### src/rtl/analinput_mc_if.sv
// Serial ADC pins plus the per-channel result bus of the analinput_mc front end.
interface analinput_mc_if #(
    parameter int unsigned NCHAN   = 2,
    parameter int unsigned OUTBITS = 10
);
    logic                       miso;
    logic                       mosi;
    logic                       sck;
    logic                       cs;
    logic [NCHAN*OUTBITS-1:0]   values;
    logic                       upd;
    logic [2:0]                 upd_ch;

    modport master (
        input  miso,
        output mosi, sck, cs, values, upd, upd_ch
    );

    modport slave (
        output miso,
        input  mosi, sck, cs, values, upd, upd_ch
    );
endinterface

### src/rtl/analinput_mc.sv
// Round-robin multi-channel SPI ADC poller with clamped per-channel result storage.
// Optional macro ANALINPUT_AVG_EN adds a first-order low-pass on every stored value.
module analinput_mc #(
    parameter int unsigned NCHAN     = 2,
    parameter int unsigned ADCBITS   = 12,
    parameter int unsigned OUTBITS   = 10,
    parameter int unsigned FRAMEBITS = 16,
    parameter int unsigned ADDRMSB   = 13,
    parameter int unsigned SCKDIV    = 2,
    parameter int unsigned GAPCYC    = 2,
    parameter int unsigned LOWLIM    = 48,
    parameter int unsigned HIGHLIM   = 432
) (
    input  logic              clk,
    input  logic              reset,
    analinput_mc_if.master    bus
);
    localparam int unsigned BitW = (FRAMEBITS > 1) ? $clog2(FRAMEBITS) : 1;
    localparam int unsigned DivW = $clog2(SCKDIV + 1);
    localparam int unsigned GapW = $clog2(GAPCYC + 1);

    localparam logic [1:0] StGap   = 2'd0;
    localparam logic [1:0] StShift = 2'd1;
    localparam logic [1:0] StDone  = 2'd2;

    logic [1:0]           state_q, state_d;
    logic [GapW-1:0]      gap_cnt_q, gap_cnt_d;
    logic [DivW-1:0]      div_cnt_q, div_cnt_d;
    logic [BitW-1:0]      bit_cnt_q, bit_cnt_d;
    logic                 last_q, last_d;
    logic [ADCBITS-1:0]   sr_q, sr_d;
    logic [2:0]           addr_q, addr_d;
    logic [2:0]           prev_q, prev_d;
    logic                 first_q, first_d;
    logic                 cs_q, cs_d;
    logic                 sck_q, sck_d;
    logic                 mosi_q, mosi_d;
    logic                 upd_q, upd_d;
    logic [2:0]           upd_ch_q, upd_ch_d;
    logic [OUTBITS-1:0]   vals_q [NCHAN];
    logic [OUTBITS-1:0]   vals_d [NCHAN];

    logic [FRAMEBITS-1:0]     cmd;
    logic [OUTBITS-1:0]       sample;
    logic [OUTBITS-1:0]       clamped;
    logic [OUTBITS-1:0]       new_val;
    logic [NCHAN*OUTBITS-1:0] vals_packed;

    always_comb begin
        cmd = '0;
        cmd[ADDRMSB -: 3] = addr_q;
    end

    always_comb begin
        sample = sr_q[ADCBITS-1 -: OUTBITS];
        if (sample < OUTBITS'(LOWLIM)) begin
            clamped = OUTBITS'(LOWLIM);
        end else if (sample > OUTBITS'(HIGHLIM)) begin
            clamped = OUTBITS'(HIGHLIM);
        end else begin
            clamped = sample;
        end
    end

`ifdef ANALINPUT_AVG_EN
    logic [OUTBITS-1:0]        old_val;
    logic signed [OUTBITS:0]   diff;
    logic signed [OUTBITS:0]   step;

    always_comb begin
        old_val = vals_q[0];
        for (int n = 0; n < NCHAN; n++) begin
            if (prev_q == 3'(n)) old_val = vals_q[n];
        end
        diff    = $signed({1'b0, clamped}) - $signed({1'b0, old_val});
        step    = diff >>> 2;
        // Sum stays inside [old, clamped], so dropping the sign bit is exact.
        new_val = old_val + step[OUTBITS-1:0];
    end
`else
    always_comb begin
        new_val = clamped;
    end
`endif

    always_comb begin
        state_d   = state_q;
        gap_cnt_d = gap_cnt_q;
        div_cnt_d = div_cnt_q;
        bit_cnt_d = bit_cnt_q;
        last_d    = last_q;
        sr_d      = sr_q;
        addr_d    = addr_q;
        prev_d    = prev_q;
        first_d   = first_q;
        cs_d      = cs_q;
        sck_d     = sck_q;
        mosi_d    = mosi_q;
        upd_d     = 1'b0;
        upd_ch_d  = upd_ch_q;
        for (int n = 0; n < NCHAN; n++) vals_d[n] = vals_q[n];

        case (state_q)
            StGap: begin
                cs_d  = 1'b1;
                sck_d = 1'b1;
                if (gap_cnt_q == GapW'(GAPCYC - 1)) begin
                    state_d   = StShift;
                    gap_cnt_d = '0;
                    div_cnt_d = '0;
                    cs_d      = 1'b0;
                    sck_d     = 1'b0;
                    bit_cnt_d = BitW'(FRAMEBITS - 1);
                    last_d    = 1'b0;
                    mosi_d    = cmd[FRAMEBITS-1];
                end else begin
                    gap_cnt_d = gap_cnt_q + 1'b1;
                end
            end
            StShift: begin
                if (div_cnt_q == DivW'(SCKDIV - 1)) begin
                    div_cnt_d = '0;
                    if (!sck_q) begin
                        sck_d     = 1'b1;
                        sr_d      = {sr_q[ADCBITS-2:0], bus.miso};
                        bit_cnt_d = bit_cnt_q - 1'b1;
                        if (bit_cnt_q == '0) last_d = 1'b1;
                    end else if (last_q) begin
                        // Final high half ends the frame; sck stays high.
                        state_d = StDone;
                        cs_d    = 1'b1;
                        mosi_d  = 1'b0;
                        if (!first_q) begin
                            upd_d    = 1'b1;
                            upd_ch_d = prev_q;
                            for (int n = 0; n < NCHAN; n++) begin
                                if (prev_q == 3'(n)) vals_d[n] = new_val;
                            end
                        end
                    end else begin
                        sck_d  = 1'b0;
                        mosi_d = cmd[bit_cnt_q];
                    end
                end else begin
                    div_cnt_d = div_cnt_q + 1'b1;
                end
            end
            StDone: begin
                // The ADC answers one frame late, so remember who was just addressed.
                first_d   = 1'b0;
                prev_d    = addr_q;
                addr_d    = (addr_q == 3'(NCHAN - 1)) ? 3'd0 : addr_q + 3'd1;
                state_d   = StGap;
                gap_cnt_d = '0;
            end
            default: begin
                state_d   = StGap;
                gap_cnt_d = '0;
                cs_d      = 1'b1;
                sck_d     = 1'b1;
                mosi_d    = 1'b0;
            end
        endcase
    end

    always_ff @(posedge clk) begin
        if (reset) begin
            state_q   <= StGap;
            gap_cnt_q <= '0;
            div_cnt_q <= '0;
            bit_cnt_q <= '0;
            last_q    <= 1'b0;
            sr_q      <= '0;
            addr_q    <= '0;
            prev_q    <= '0;
            first_q   <= 1'b1;
            cs_q      <= 1'b1;
            sck_q     <= 1'b1;
            mosi_q    <= 1'b0;
            upd_q     <= 1'b0;
            upd_ch_q  <= '0;
            for (int n = 0; n < NCHAN; n++) vals_q[n] <= OUTBITS'(LOWLIM);
        end else begin
            state_q   <= state_d;
            gap_cnt_q <= gap_cnt_d;
            div_cnt_q <= div_cnt_d;
            bit_cnt_q <= bit_cnt_d;
            last_q    <= last_d;
            sr_q      <= sr_d;
            addr_q    <= addr_d;
            prev_q    <= prev_d;
            first_q   <= first_d;
            cs_q      <= cs_d;
            sck_q     <= sck_d;
            mosi_q    <= mosi_d;
            upd_q     <= upd_d;
            upd_ch_q  <= upd_ch_d;
            for (int n = 0; n < NCHAN; n++) vals_q[n] <= vals_d[n];
        end
    end

    always_comb begin
        for (int n = 0; n < NCHAN; n++) vals_packed[n*OUTBITS +: OUTBITS] = vals_q[n];
    end

    assign bus.cs     = cs_q;
    assign bus.sck    = sck_q;
    assign bus.mosi   = mosi_q;
    assign bus.upd    = upd_q;
    assign bus.upd_ch = upd_ch_q;
    assign bus.values = vals_packed;
endmodule

### src/flat_wrapper.sv
// flat-port wrapper written by rule: the top's interface ports become plain ports
module analinput_mc_flat 
#(
    parameter int unsigned NCHAN     = 2,
    parameter int unsigned ADCBITS   = 12,
    parameter int unsigned OUTBITS   = 10,
    parameter int unsigned FRAMEBITS = 16,
    parameter int unsigned ADDRMSB   = 13,
    parameter int unsigned SCKDIV    = 2,
    parameter int unsigned GAPCYC    = 2,
    parameter int unsigned LOWLIM    = 48,
    parameter int unsigned HIGHLIM   = 432
)
  (clk, reset, bus_miso, bus_mosi, bus_sck, bus_cs, bus_values, bus_upd, bus_upd_ch);
  analinput_mc_if #(.NCHAN(NCHAN), .OUTBITS(OUTBITS)) bus_i ();
  input  logic clk;
  input  logic reset;
  input wire logic [$bits(bus_i.miso)-1:0] bus_miso;
  output wire logic [$bits(bus_i.mosi)-1:0] bus_mosi;
  output wire logic [$bits(bus_i.sck)-1:0] bus_sck;
  output wire logic [$bits(bus_i.cs)-1:0] bus_cs;
  output wire logic [$bits(bus_i.values)-1:0] bus_values;
  output wire logic [$bits(bus_i.upd)-1:0] bus_upd;
  output wire logic [$bits(bus_i.upd_ch)-1:0] bus_upd_ch;
  assign bus_i.miso = bus_miso;
  assign bus_mosi = bus_i.mosi;
  assign bus_sck = bus_i.sck;
  assign bus_cs = bus_i.cs;
  assign bus_values = bus_i.values;
  assign bus_upd = bus_i.upd;
  assign bus_upd_ch = bus_i.upd_ch;
  analinput_mc #(.NCHAN(NCHAN), .ADCBITS(ADCBITS), .OUTBITS(OUTBITS), .FRAMEBITS(FRAMEBITS), .ADDRMSB(ADDRMSB), .SCKDIV(SCKDIV), .GAPCYC(GAPCYC), .LOWLIM(LOWLIM), .HIGHLIM(HIGHLIM)) u_core (.clk(clk), .reset(reset), .bus(bus_i));
endmodule
### config.mk
export PLATFORM = sky130hd
export DESIGN_NAME = analinput_mc_flat
export DESIGN_NICKNAME = d
export VERILOG_FILES = /design/src/rtl/analinput_mc_if.sv /design/src/rtl/analinput_mc.sv /design/src/flat_wrapper.sv
export SDC_FILE = /design/constraint.sdc
export NUM_CORES = 1
export LEC_CHECK = 0
export CORE_ASPECT_RATIO = 0.6
export CORE_UTILIZATION = 54
export CTS_CLUSTER_SIZE = 10
export DETAILED_ROUTE_END_ITERATION = 8
export GPL_TIMING_DRIVEN = 1
export HOLD_SLACK_MARGIN = 0.1
export PLACE_DENSITY_LB_ADDON = 0.3
export SLEW_MARGIN = 20
export SYNTH_ARGS = -nofsm -noshare
export SYNTH_HDL_FRONTEND = slang
export SYNTH_SLANG_ARGS = --single-unit
export TNS_END_PERCENT = 1
### constraint.sdc
create_clock -name clk -period 1.93 [get_ports clk]
set_input_delay 0.386 -clock clk [delete_from_list [all_inputs] [get_ports clk]]
set_output_delay 0.386 -clock clk [all_outputs]
set_load 0.02 [all_outputs]
# After elaboration in Yosys (flattened, before gate mapping)

Memories as Yosys holds them, arrays and structs flattened.
Cells that the tools add are included.

$mul: 0
Order comparisons: 3
Reductions and logical operators: 14
$add $sub $neg: 4
Eq/ne operators: 12
Divide/modulo/power cells: 0
Shift-type cells: 0
Multiplexer cells: 50
Bitwise logic cells: 8

Operators with widths:

| cell                                                                          | count |
|---|---|
| 20-bit two-way mux                                                            | 5 |
| 10-bit two-way mux                                                            | 6 |
| 1-bit two-way mux                                                             | 19 |
| 4-bit AND reduction                                                           | 4 |
| 2-bit two-way mux                                                             | 7 |
| 4-bit two-way mux                                                             | 3 |
| 2-bit case mux with 2 select lines                                            | 3 |
| 10-bit by 9-bit > comparator with 1-bit output, second input constant         | 1 |
| 10-bit by 6-bit less-than comparator with 1-bit output, second input constant | 1 |
| 2-bit by 1-bit inequality test with 1-bit output, second input constant       | 5 |
| 5-bit AND reduction                                                           | 2 |
| 1-bit case mux with 3 select lines                                            | 3 |
| 4-bit case mux with 2 select lines                                            | 1 |
| 2-bit by 1-bit equality test with 1-bit output, second input constant         | 3 |
| 3-bit by 1-bit equality test with 1-bit output, second input constant         | 2 |
| 1-bit inverter                                                                | 6 |
| 4-bit by 5-bit less-than comparator with 1-bit output, second input constant  | 1 |
| 5-bit OR reduction                                                            | 1 |
| 2-bit by 1-bit adder with 2-bit output, second input constant                 | 2 |
| 1-bit binary-select mux with 4-bit select                                     | 1 |
| 4-bit zero test                                                               | 1 |
| 2-bit AND reduction                                                           | 2 |
| 4-bit by 1-bit subtractor with 4-bit output, second input constant            | 1 |
| 3-bit by 1-bit adder with 3-bit output, second input constant                 | 1 |
| 9 further kinds                                                               | 10 |

Flip-flop bits (word level): 37
Latch bits: 0
Word-level logic and storage cells: 106
Input port bits: 3
RAM bits: 20
Memories kept: 1
ROM bits: 0
Output and inout port bits: 27

Memories:

| memory        | words | width | read ports | clocked after memory_dff | wr ports | line               | text |
|---|---|---|---|---|---|---|---|
| u_core.vals_q | 2     | 10    | 2          | 0                        | 2        | analinput_mc.sv:40 | `logic [OUTBITS-1:0] vals_q [NCHAN];` |

# Longest topological paths before layout

Depth after elaboration: 10
Mapped depth: 6
Depth with buffers taken out: 5

# Least setup slack after synthesis

OpenSTA, ideal clock, no wires.

Path kind: reg-to-reg
Start point: register u_core.sck_q (netlist: u_core.bus.sck)
End point: memory u_core.vals_q[1][7] (netlist: u_core.vals_q[0][17])
Arrival time: 1385 ps
Slack: 413 ps
Period minus slack after synthesis: 1517 ps
Library setup time: 132 ps
Path buffers: 1
Cell stages (with the launch flop): 6
Data required time: 1798 ps
Cell sequence: dfxtp_1 -> nand4b_4 -> or2_1 -> buf_2 -> o21ai_0 -> a21oi_1

RTL lines:

| what                     | line                | text |
|---|---|---|
| start: declaration       | analinput_mc.sv:36  | `logic sck_q, sck_d;` |
| start signal: assignment | analinput_mc.sv:194 | `sck_q <= sck_d;` |
| end: declaration         | analinput_mc.sv:40  |  |

# Worst setup path in the final report

Start point: register u_core.sck_q (netlist: u_core.bus.sck)
End point: output bus_sck

RTL lines:

| what             | line               | text |
|---|---|---|
| end: declaration | flat_wrapper.sv:20 | `output wire logic [$bits(bus_i.sck)-1:0] bus_sck;` |

No word-level cell between the ends.

==> flow_summary.yaml <==
floorplanning:
  start_util: 0.566
  io_pins: 30
  core_sq_um: 4140
  rows: 18
  die-area_sq_um: 4620
  die_w_um: 87.1
  die_h_um: 53.1
power_and_ir_drop:
  p_sw_mw: 0.700
  power_density_nw_per_um2: 978
  pwr-share-clk: 0.427
  irDropWorstVdd_uv: 509
  seqPwrFrac: 0.459
  p_leak_nw: 1.18
  power_mw: 2.86
  swShare: 0.245
  internal-power_mw: 2.16
  p_comb_frac: 0.114
finish:
  area_growth_pct: 24.4
  drive_gt1_frac: 0.132
  insertedDiodeCount: 0
  finalNonFillerCells: 340
  final_common_cell: "dfxtp_1"
  finish.utilization: 0.704
  design_area_sq_um: 2920
  fin_nets: 281
  seq_area_sq_um: 1140
  multi_input_area_sq_um: 1090
  nFillCells: 325
  final_cell_mix: "dfxtp_1 (56), clkdlybuf4s50_1 (28), nor2_1 (26), mux2i_1 (18), a21oi_1 (15)"
route:
  wl_per_cell_um: 14.9
  via_per_inst: 5.59
  vias: 1900
  drcViolationCount: 0
  drt_iter0_drc: 170
  ant_nets: 0
  wl_um: 5070
  first_pass_iters: 5
critical_path:
  crit_cells: 1
  cp_max_fo: 8
  rr_worst_depth: 5
  ff2ff_setup_slack_ns: 0.26
  r2r-start: "u_core.state_q[1]"
  cpPeakStageDelay_ns: 0.63
  cp_slowest_cell: "clkdlybuf4s50_1"
  required_ns: 1.54
  startpoint: "u_core.bus.sck"
  crit_buf_inv: 1
  cp_cell_sequence: "clkdlybuf4s50_1"
  r2r_end: "u_core.vals_q[0][3]"
  cp-start-kind: "register"
  critPathKind: "reg -> out"
  endpoint_kind: "output port"
  cp_top_family: "buffers and inverters"
  endpoint: "bus_sck"
  cp_data_arrival_time_ns: 1.37
sta:
  setup_tns_ns: 0
  slew_viol_final: 0
  fin_ws_ns: 0.178
  fin_worst_skew_ns: 0.00443
  max_freq_mhz: 571
  whs_ns: 0.443
  relSlewSlack: 0.673
  finalHoldViolations: 0
  finalSetupViolCount: 0
  fin_crit_sh: 0.908
  grt_setup_unrepaired: "false"
  tightest_slew_ns: 0.489
  period_needed_ns: 1.75
synthesis:
  synth_warnings: 0
  ys_ff_latch: 57
  synth_area_leaders: "dfxtp_1 (49%), mux2i_1 (7.7%), nor2_1 (4.2%), nor3b_1 (3.8%), a21oi_1 (3.2%)"
  synth_top_area_frac: 0.486
  synth_edf_count: 0
  yosys.area.top_type: "dfxtp_1"
  syn_inst: 243
  synthesis.nets: 247
  synth_ff_type: "dfxtp_1"
  synthArstFlopShare: 0
  ys_types: 48
  ys_seq_area_frac: 0.486
  syn_area_per_cell_sq_um: 9.66
  syn-cell-area_sq_um: 2350
min_path:
  min_path_type: "in -> reg"
  holdPathStages: 2
clock_tree:
  htreeDepth: 3
  cts_made_buffers: 9
  cts_buffer_depth: 2
  clkTransAtPathRegs_ns: 0.06
  clk-insertion-delay-late_ns: 0.33
  clockRootBuffer: "clkbuf_8"
  clock_sinks: 57
  cts_resized: 0
  postCtsSetupBuffers: 0
  holdBufCountCts: 0
  cts_tree: "yes"
placed_design:
  place_area_sq_um: 2700
  dp_slack_ns: 0.273
  io_buffer_count: 29
  dp_hpwl_um: 3370
  dp.cells: 326
  gp_congestion: 0.853
run_status:
  status: "finished, final reports clean"
global_route:
  grt_pass1_wl_um: 8040
  grt_max_degree: 28
  antenna_found_initial: 0
  grt_usage: 0.244
  grt_pass1_vias: 1621
  overflow: 0
run:
  maxCapViolCount: 0
worst min-delay path by stage:
| stage | startpoint | end | slack (ns) |
|---|---|---|---|
| CTS | reset | u_core.bit_cnt_q[3] | 0.43 |
| global route | reset | u_core.bit_cnt_q[3] | 0.46 |
| floorplan | u_core.first_q | u_core.first_q | 0.43 |
| detailed placement | u_core.first_q | u_core.first_q | 0.46 |
| global placement | u_core.first_q | u_core.first_q | 0.44 |
| finish | reset | u_core.bit_cnt_q[3] | 0.44 |
power groups by stage:
stage	sequential (mW)	combinational, mW	clock, mW
6_report	1.31	0.326	1.22
3_5_place_dp	1.33	0.313	0
5_1_grt	1.32	0.351	1.30
4_1_cts	1.31	0.323	1.24
3_3_place_gp	1.33	0.310	0
2_1_floorplan	1.32	0.225	0
sequential cells by signal (all words and copies together) (netlist names), 2 cells and up:
register and flops:
u_core.bus.upd_ch 3, u_core.bit_cnt_q 4, u_core.addr_q 3, u_core.prev_q 3
u_core.gap_cnt_q 2, u_core.sr_q 12, u_core.div_cnt_q 2, u_core.vals_q 20
u_core.state_q 2
cell usage after synthesis, types with 2 or more instances:
master	instances
or3_1	2
buf_1	2
a31o_1	3
nor4b_1	2
a31oi_1	6
a211oi_1	2
a31o_2	5
mux2i_1	18
nor2b_1	3
nor3b_1	12
a2111oi_0	2
nor2_1	26
o21a_1	2
dfxtp_1	57
inv_1	9
nand4b_1	2
buf_6	3
o21ai_0	8
a21o_1	3
nand2_1	13
nor3_4	2
nor3_1	9
buf_2	3
a21oi_1	15
o21ai_1	3
nand2b_1	2
clkbuf_1	6
xor2_1	3
layer usage:
metal	vias up	global-route usage	wire length (um)
met2	67	0.331	2080
met5	-	0	0
met3	2	0.115	367
met1	895	0.338	2600
met4	0	0.0710	17
li1	936	-	-
kinds of logic after synthesis:
| logic type | count (synthesis) | synth area share |
|---|---|---|
| buffers and inverters | 23 | 0.0480 |
| adder cells (fa/ha/maj) | 1 | 0.00533 |
| AND/OR/NAND/NOR | 84 | 0.213 |
| AO/OA/AOI/OAI | 56 | 0.156 |
| flip-flops | 57 | 0.486 |
| XOR/XNOR | 4 | 0.0149 |
| multiplexers | 18 | 0.0768 |
area by class of cell:
| class | count | area share |
|---|---|---|
| clock buffers | 11 | 0.0519 |
| inverters | 9 | 0.0116 |
| flip-flops and latches | 57 | 0.391 |
| clock inverters | 3 | 0.0223 |
| well taps | 60 | 0.0257 |
| multi-input cells | 163 | 0.375 |
| repair buffers | 37 | 0.123 |
No activity file was read; power rests on OpenSTA's default activity.
